==> src/rtl/dfd_tn_gnt_sched.sv <==
// dfd_tn_gnt_sched
// This block shares one trace-network link among NUM_PORTS interfaces. It
// uses weighted round-robin to pick the port, and it only grants while the
// downstream buffer has credits.
//
// state | meaning
// ------+--------------------------------------------------------------
// IDLE  | no grants; wait for enable or a flush request
// ARB   | weighted round-robin grants, gated by credits
// DRAIN | no grants; wait for all credits back and the link to go empty
// DONE  | flush_done_out pulses for one cycle, then back to IDLE
//
// Ports:
//   clock, reset            : the only clock; synchronous active-high reset
//   cfg_enable_in           : scheduler enable
//   cfg_weight_in           : weight field per port (0 acts as 1)
//   port_req_in             : the port has a beat ready to pull
//   port_gnt_out            : registered one-hot grant
//   port_valid_in/src/data  : the granted interface pulls in the grant cycle
//   link_*_out              : the beat, registered one cycle after its pull
//   link_credit_return_in   : one downstream credit comes back per cycle
//   flush_req_in            : level request to stop and drain
//   flush_done_out          : one-cycle pulse once the drain is complete
//   credit_cnt_out          : credits currently available
//   err_credit_ovf_out      : sticky flag; a credit came back while the
//                             counter was already full
module dfd_tn_gnt_sched #(
  parameter int NUM_PORTS           = 4,
  parameter int DATA_WIDTH_IN_BYTES = 16,
  parameter int CREDITS             = 8,
  parameter int WEIGHT_W            = 4
) (
  input  logic                                   clock,
  input  logic                                   reset,
  input  logic                                   cfg_enable_in,
  input  logic [NUM_PORTS*WEIGHT_W-1:0]          cfg_weight_in,
  input  logic [NUM_PORTS-1:0]                   port_req_in,
  output logic [NUM_PORTS-1:0]                   port_gnt_out,
  input  logic [NUM_PORTS-1:0]                   port_valid_in,
  input  logic [NUM_PORTS-1:0]                   port_src_in,
  input  logic [NUM_PORTS*DATA_WIDTH_IN_BYTES*8-1:0] port_data_in,
  output logic                                   link_valid_out,
  output logic                                   link_src_out,
  output logic [$clog2(NUM_PORTS)-1:0]           link_port_out,
  output logic [DATA_WIDTH_IN_BYTES*8-1:0]       link_data_out,
  input  logic                                   link_credit_return_in,
  input  logic                                   flush_req_in,
  output logic                                   flush_done_out,
  output logic [$clog2(CREDITS+1)-1:0]           credit_cnt_out,
  output logic                                   err_credit_ovf_out
);

  localparam int DW  = DATA_WIDTH_IN_BYTES * 8;
  localparam int PW  = $clog2(NUM_PORTS);
  localparam int CW  = $clog2(CREDITS + 1);
  localparam int CW1 = CW + 1;

  localparam logic [1:0] IDLE  = 2'd0;
  localparam logic [1:0] ARB   = 2'd1;
  localparam logic [1:0] DRAIN = 2'd2;
  localparam logic [1:0] DONE  = 2'd3;

  logic [1:0]           state, state_d;
  logic [NUM_PORTS-1:0] gnt, gnt_d;
  logic [PW-1:0]        ptr, ptr_d, nxt;
  logic [WEIGHT_W-1:0]  beat, beat_d, owner_w, eff_w;
  logic [CW-1:0]        cnt, cnt_d;
  logic [CW1-1:0]       avail, sum;
  logic                 refund, found, keep, arb_ok, issue, ovf;
  logic                 cap_valid, cap_src;
  logic [PW-1:0]        cap_port;
  logic [DW-1:0]        cap_data;
  logic                 link_valid, link_src;
  logic [PW-1:0]        link_port;
  logic [DW-1:0]        link_data;
  logic                 err;

  // Capture the pulled beat. The grant is one-hot, so at most one port matches.
  always_comb begin
    cap_valid = 1'b0;
    cap_src   = 1'b0;
    cap_port  = '0;
    cap_data  = '0;
    for (int p = 0; p < NUM_PORTS; p++) begin
      if (gnt[p] && port_valid_in[p]) begin
        cap_valid = 1'b1;
        cap_src   = port_src_in[p];
        cap_port  = PW'(p);
        cap_data  = port_data_in[p*DW +: DW];
      end
    end
  end

  // A grant whose port did not pull returns its credit on this edge.
  assign refund = |(gnt & ~port_valid_in);
  assign avail  = {1'b0, cnt} + CW1'(refund) + CW1'(link_credit_return_in);

  // Weighted round-robin. beat counts the grants the owner has had in its
  // current tenure. The search starts at owner+1 and wraps around, so a lone
  // requester comes back to itself.
  always_comb begin
    owner_w = cfg_weight_in[int'(ptr)*WEIGHT_W +: WEIGHT_W];
    eff_w   = (owner_w == '0) ? WEIGHT_W'(1) : owner_w;
    keep    = port_req_in[ptr] && (beat < eff_w);

    found = 1'b0;
    nxt   = ptr;
    for (int i = 1; i <= NUM_PORTS; i++) begin
      if (!found && port_req_in[(int'(ptr) + i) % NUM_PORTS]) begin
        found = 1'b1;
        nxt   = PW'((int'(ptr) + i) % NUM_PORTS);
      end
    end

    arb_ok = (state == ARB) && cfg_enable_in && !flush_req_in && (avail != '0);
    gnt_d  = '0;
    ptr_d  = ptr;
    beat_d = beat;
    if (arb_ok) begin
      if (keep) begin
        gnt_d[ptr] = 1'b1;
        beat_d     = beat + WEIGHT_W'(1);
      end else if (found) begin
        gnt_d[nxt] = 1'b1;
        ptr_d      = nxt;
        beat_d     = WEIGHT_W'(1);
      end else if (!port_req_in[ptr]) begin
        beat_d = '0;
      end
    end
  end

  // Reserve one credit for each new grant. The only way to go above full is
  // a return while the counter is full and nothing is being reserved. That
  // return is dropped and recorded as an error.
  always_comb begin
    issue = |gnt_d;
    sum   = avail - CW1'(issue);
    ovf   = 1'b0;
    cnt_d = sum[CW-1:0];
    if (sum > CW1'(CREDITS)) begin
      cnt_d = CW'(CREDITS);
      ovf   = 1'b1;
    end
  end

  always_comb begin
    state_d = state;
    case (state)
      IDLE:  if (flush_req_in) state_d = DRAIN;
             else if (cfg_enable_in) state_d = ARB;
      ARB:   if (flush_req_in) state_d = DRAIN;
             else if (!cfg_enable_in) state_d = IDLE;
      DRAIN: if ((cnt == CW'(CREDITS)) && !link_valid) state_d = DONE;
      default: state_d = IDLE;
    endcase
  end

  always_ff @(posedge clock) begin
    if (reset) begin
      state      <= IDLE;
      gnt        <= '0;
      ptr        <= '0;
      beat       <= '0;
      cnt        <= CW'(CREDITS);
      err        <= 1'b0;
      link_valid <= 1'b0;
      link_src   <= 1'b0;
      link_port  <= '0;
      link_data  <= '0;
    end else begin
      state      <= state_d;
      gnt        <= gnt_d;
      ptr        <= ptr_d;
      beat       <= beat_d;
      cnt        <= cnt_d;
      err        <= err | ovf;
      link_valid <= cap_valid;
      if (cap_valid) begin
        link_src  <= cap_src;
        link_port <= cap_port;
        link_data <= cap_data;
      end
    end
  end

  assign port_gnt_out       = gnt;
  assign link_valid_out     = link_valid;
  assign link_src_out       = link_src;
  assign link_port_out      = link_port;
  assign link_data_out      = link_data;
  assign credit_cnt_out     = cnt;
  assign err_credit_ovf_out = err;
  assign flush_done_out     = (state == DONE);

endmodule
==> config.mk <==
export PLATFORM = sky130hd
export DESIGN_NAME = dfd_tn_gnt_sched
export DESIGN_NICKNAME = d
export VERILOG_FILES = /design/src/rtl/dfd_tn_gnt_sched.sv
export SDC_FILE = /design/constraint.sdc
export NUM_CORES = 1
export LEC_CHECK = 0
export BUFFER_PORTS_ARGS = -buffer_cell sky130_fd_sc_hd__buf_2
export CAP_MARGIN = 20
export CELL_PAD_IN_SITES_DETAIL_PLACEMENT = 0
export CELL_PAD_IN_SITES_GLOBAL_PLACEMENT = 2
export CORE_AREA = 4 4 263 265
export DETAILED_ROUTE_END_ITERATION = 10
export DIE_AREA = 0 0 267 269
export HOLD_SLACK_MARGIN = 0.03
export MAX_ROUTING_LAYER = met4
export PLACE_DENSITY_LB_ADDON = 0.1
export SYNTH_ARGS = -nofsm -noshare
export SYNTH_HDL_FRONTEND = slang
export SYNTH_SLANG_ARGS = --single-unit
==> constraint.sdc <==
create_clock -name clock -period 8 [get_ports clock]
set_input_delay 0.4 -clock clock [delete_from_list [all_inputs] [get_ports clock]]
set_output_delay 0.4 -clock clock [all_outputs]
set_load 0.005 [all_outputs]
==> metrics <==
CP startpoint=port_gnt_out[0]; Final Setup Violations=0; synthesized area=0.00867 mm²; Post-Synth Adder-Cell Area=1.82%; cts bufs inserted=17; Layout Utilization=20.4%; maximum clock rate=0.198 GHz; power per cell area=141 mW/mm²; met1 Use GR=18.3%; status=completed; post-route cell area=0.0136 mm²; vias=11.7k; Post-synth EDFFs=0; register area=0.00298 mm²; most frequent CP cell=ha_1; share of layout cells above drive strength 1=43.1%; Tot Pwr=1920 µW; crit share post-route=63.0%; Worst-path clk slew=80 ps; crit path max fanout=35; PortBufs=686; Synth async-reset ratio=0%; RSZ-0062 raised after global routing=no; antenna violations before repair=30; Hold Startpoint=port_data_in[401]; first-pass GRT wire length=87.3 mm; vias per cell=4.43; postcts setup bufs=0; leading post-synthesis cells by cell area=dfxtp_1 34%, a221oi_1 20%, nor2_1 12%; synthesized area per cell=7.60 µm²; crit-path cells=buf_4, inv_1, o22ai_1, a221oi_1, fa_1, inv_1, ha_1, nor2_1, o21bai_1, a41oi_1, nor2b_1, o41ai_1, nand2_1, ha_1, ha_1, xor2_1, a311oi_1, a211oi_1, nand2_1, or2_2; hold buffers post-CTS=0; initial DRC count=526; GRT overflow=0; DRT antenna net count=0; min-delay worst type=input pin to flop; Worst R2R Start=port_gnt_out[0]; Synth Area in Simple Gates=26.1%; gpl congestion=0.817; critical path's top delay family=compound AO/OA/AOI/OAI gates; hold path cells=3; XOR/XNOR share of the synthesized area=0.404%; FF+latch count, synth=149; max_cap viols=0; CTS tree=yes; Worst-Margin Slew=956 ps; Core Box Area=0.0668 mm²; Worst R2R End=credit_cnt_out[3]; syn nets=1698; die height=269 µm; Initial Util=13.0%; 1st-pass router iterations=5; met3 usage=6.45%; post-synthesis mux area share=1.96%; Leak=0.00615 µW; fin crit period=5040 ps; routed wire length=63.1 mm; sequential fraction of design power=39.5%; clock skew=10.7 ps; Comb pwr share=11.9%; Critical path buffers and inverters=3; detailed placement HPWL=48.0 mm; sequential area share after synthesis=34.4%; area grow syn2layout=56.8%; Synth Flop Type=dfxtp_1; Multi-input gate area=0.00517 mm²; R2R cell count=20; met2 GRT Util=30.3%; # rows=95; CTS Buffer Depth=2; largest family of logic cells by synthesized area=compound AO/OA/AOI/OAI gates; Top Ports=687; Compound-Gate Fraction of Synth Area=29.0%; vias in the first global route=12.2k; slowest CP cell=a41oi_1; CP Data Required Time=8360 ps; CP startpoint kind=flop; CTS sink cnt=149; Worst Setup Path Type=flop to flop; CP Capture Type=flop; GR peak layer=met2; DP Area=0.0129 mm²; pin count of the biggest net entering global routing=69; filler cell count=7707; fin nets=2298; H-tree depth=4; GRT Total Usage=17.1%; Synth Instances=1141; Synth top area share=34.4%; fin. max-slew vios=0; number of library cell types mapped by synthesis=52; switching power=513 µW; DRC violations left=0; placed insts=2594; Synth Warn #=0; worst skew pair latency=480 ps; slowest stage delay, CP=550 ps; Die W=267 µm; Internal Pwr Total=1400 µW; non-filler cells, final=2652; cts repair resizes=0; Setup TNS Final=0 ps; Clock power frac=48.5%; root buffer cell=clkbuf_16; Max VDD drop=154 µV; Switching Fraction=26.8%; WP data arrival=5410 ps; Slew HR=36.3%; R2R Setup Slk=2960 ps; die area=0.0718 mm²; WL per Instance=23.8 µm; Hold Path End=link_data_out[17]; Final Hold Vio Count=0; Synth area leader=dfxtp_1
==> kinds of logic (layout without fill, tap and decap cells) <==
group           after synthesis  in the layout
fa+ha+maj                    12             12
simple gates                525            525
flops                       149            149
compound gates              300            300
mux                           9              9
buf+inv                     142            755
other cells                   0             25
xor+xnor                      4              4
==> worst max-delay path by stage <==
stage,depth (start not counted),end
global placement,20,credit_cnt_out[3]
CTS,20,credit_cnt_out[3]
global route,20,credit_cnt_out[3]
floorplan,22,credit_cnt_out[3]
finish,20,credit_cnt_out[3]
detailed placement,20,credit_cnt_out[3]
==> cells in the mapped netlist (2+ instances only) <==
library cell	count
buf_1	9
o41ai_1	3
a211oi_1	35
or2_2	2
nand2_1	60
nand3_1	33
nor3_1	130
buf_4	3
nor2b_1	3
o21ai_0	3
ha_1	11
a221oi_1	195
nand4b_1	2
clkbuf_1	112
and2_1	5
dfxtp_1	149
xnor2_1	2
and3_1	2
xor2_1	2
a21oi_1	13
inv_1	18
or4b_1	2
nor2_1	275
nand3b_1	2
mux4_2	5
nand2b_1	4
mux2i_1	2
a311oi_1	34
or3b_2	2
==> sequential cells by signal, summed over array words and instances (netlist names) <==
register and cells:
link_src_out 1, err_credit_ovf_out 1, ptr 2, link_valid_out 1
credit_cnt_out 4, beat 4, port_gnt_out 4, link_port_out 2
link_data_out 128, state 2
==> power groups by stage <==
stage / Sequential [µW] / Clock (µW) / Combinational (µW)
after floorplan: 773 / 0 / 62.3
after global placement: 774 / 0 / 232
after detailed placement: 774 / 0 / 231
after CTS: 757 / 983 / 232
after global routing: 758 / 998 / 253
final: 757 / 930 / 229
==> worst register-to-register path, cell delays in order, from the launching register on <==
cell,delay (ps)
dfxtp_1,310
buf_4,380
inv_1,80
o22ai_1,190
a221oi_1,100
fa_1,390
inv_1,80
ha_1,200
nor2_1,70
o21bai_1,160
a41oi_1,550
nor2b_1,500
o41ai_1,160
nand2_1,130
ha_1,200
ha_1,280
xor2_1,220
a311oi_1,120
a211oi_1,330
nand2_1,170
or2_2,310
==> cell usage in the layout, fill, tap and decap left out, types with 2 or more instances in the layout <==
cell type	n
diode_2	25
a221oi_1	195
nand3_1	33
buf_2	685
or4b_1	2
a311oi_1	34
nand2b_1	4
o41ai_1	3
clkbuf_16	17
a211oi_1	35
and3_1	2
xnor2_1	2
ha_1	11
buf_4	19
nor3_1	129
nor2_1	274
mux4_2	5
inv_1	18
xor2_1	2
or3b_2	2
mux2i_1	2
bufinv_16	4
nand2_1	58
o21ai_0	3
nor2b_1	3
nand4b_1	2
nand3b_1	2
or2_2	2
clkinv_4	3
inv_6	4
and2_4	3
a21oi_1	13
clkinv_2	2
dfxtp_1	149
and2_1	2
==> layout make-up <==
class | count | share of cell area [%]
multi-input cells | 850 | 38.1
repair buffers | 705 | 26.4
flip-flops and latches | 149 | 21.9
well taps | 873 | 8.03
clock buffers | 18 | 3.16
clock inverters | 14 | 1.46
inverters | 18 | 0.497
diodes | 25 | 0.460
==> stage by stage <==
step                hold WS, ps  setup WS (ps)
floorplan                   442           3730
global placement            466           2910
detailed placement          463           2780
CTS                         109           2920
global route                135           2420
finish                      160           2960
==> routing by layer <==
| layer | wire [µm] | vias up |
|---|---|---|
| li1 | - | 5594 |
| met1 | 24500 | 5638 |
| met2 | 32200 | 457 |
| met3 | 5460 | 56 |
| met4 | 944 | 0 |
| met5 | 0 | - |
Note: power is estimated with default switching activity, not from simulation.
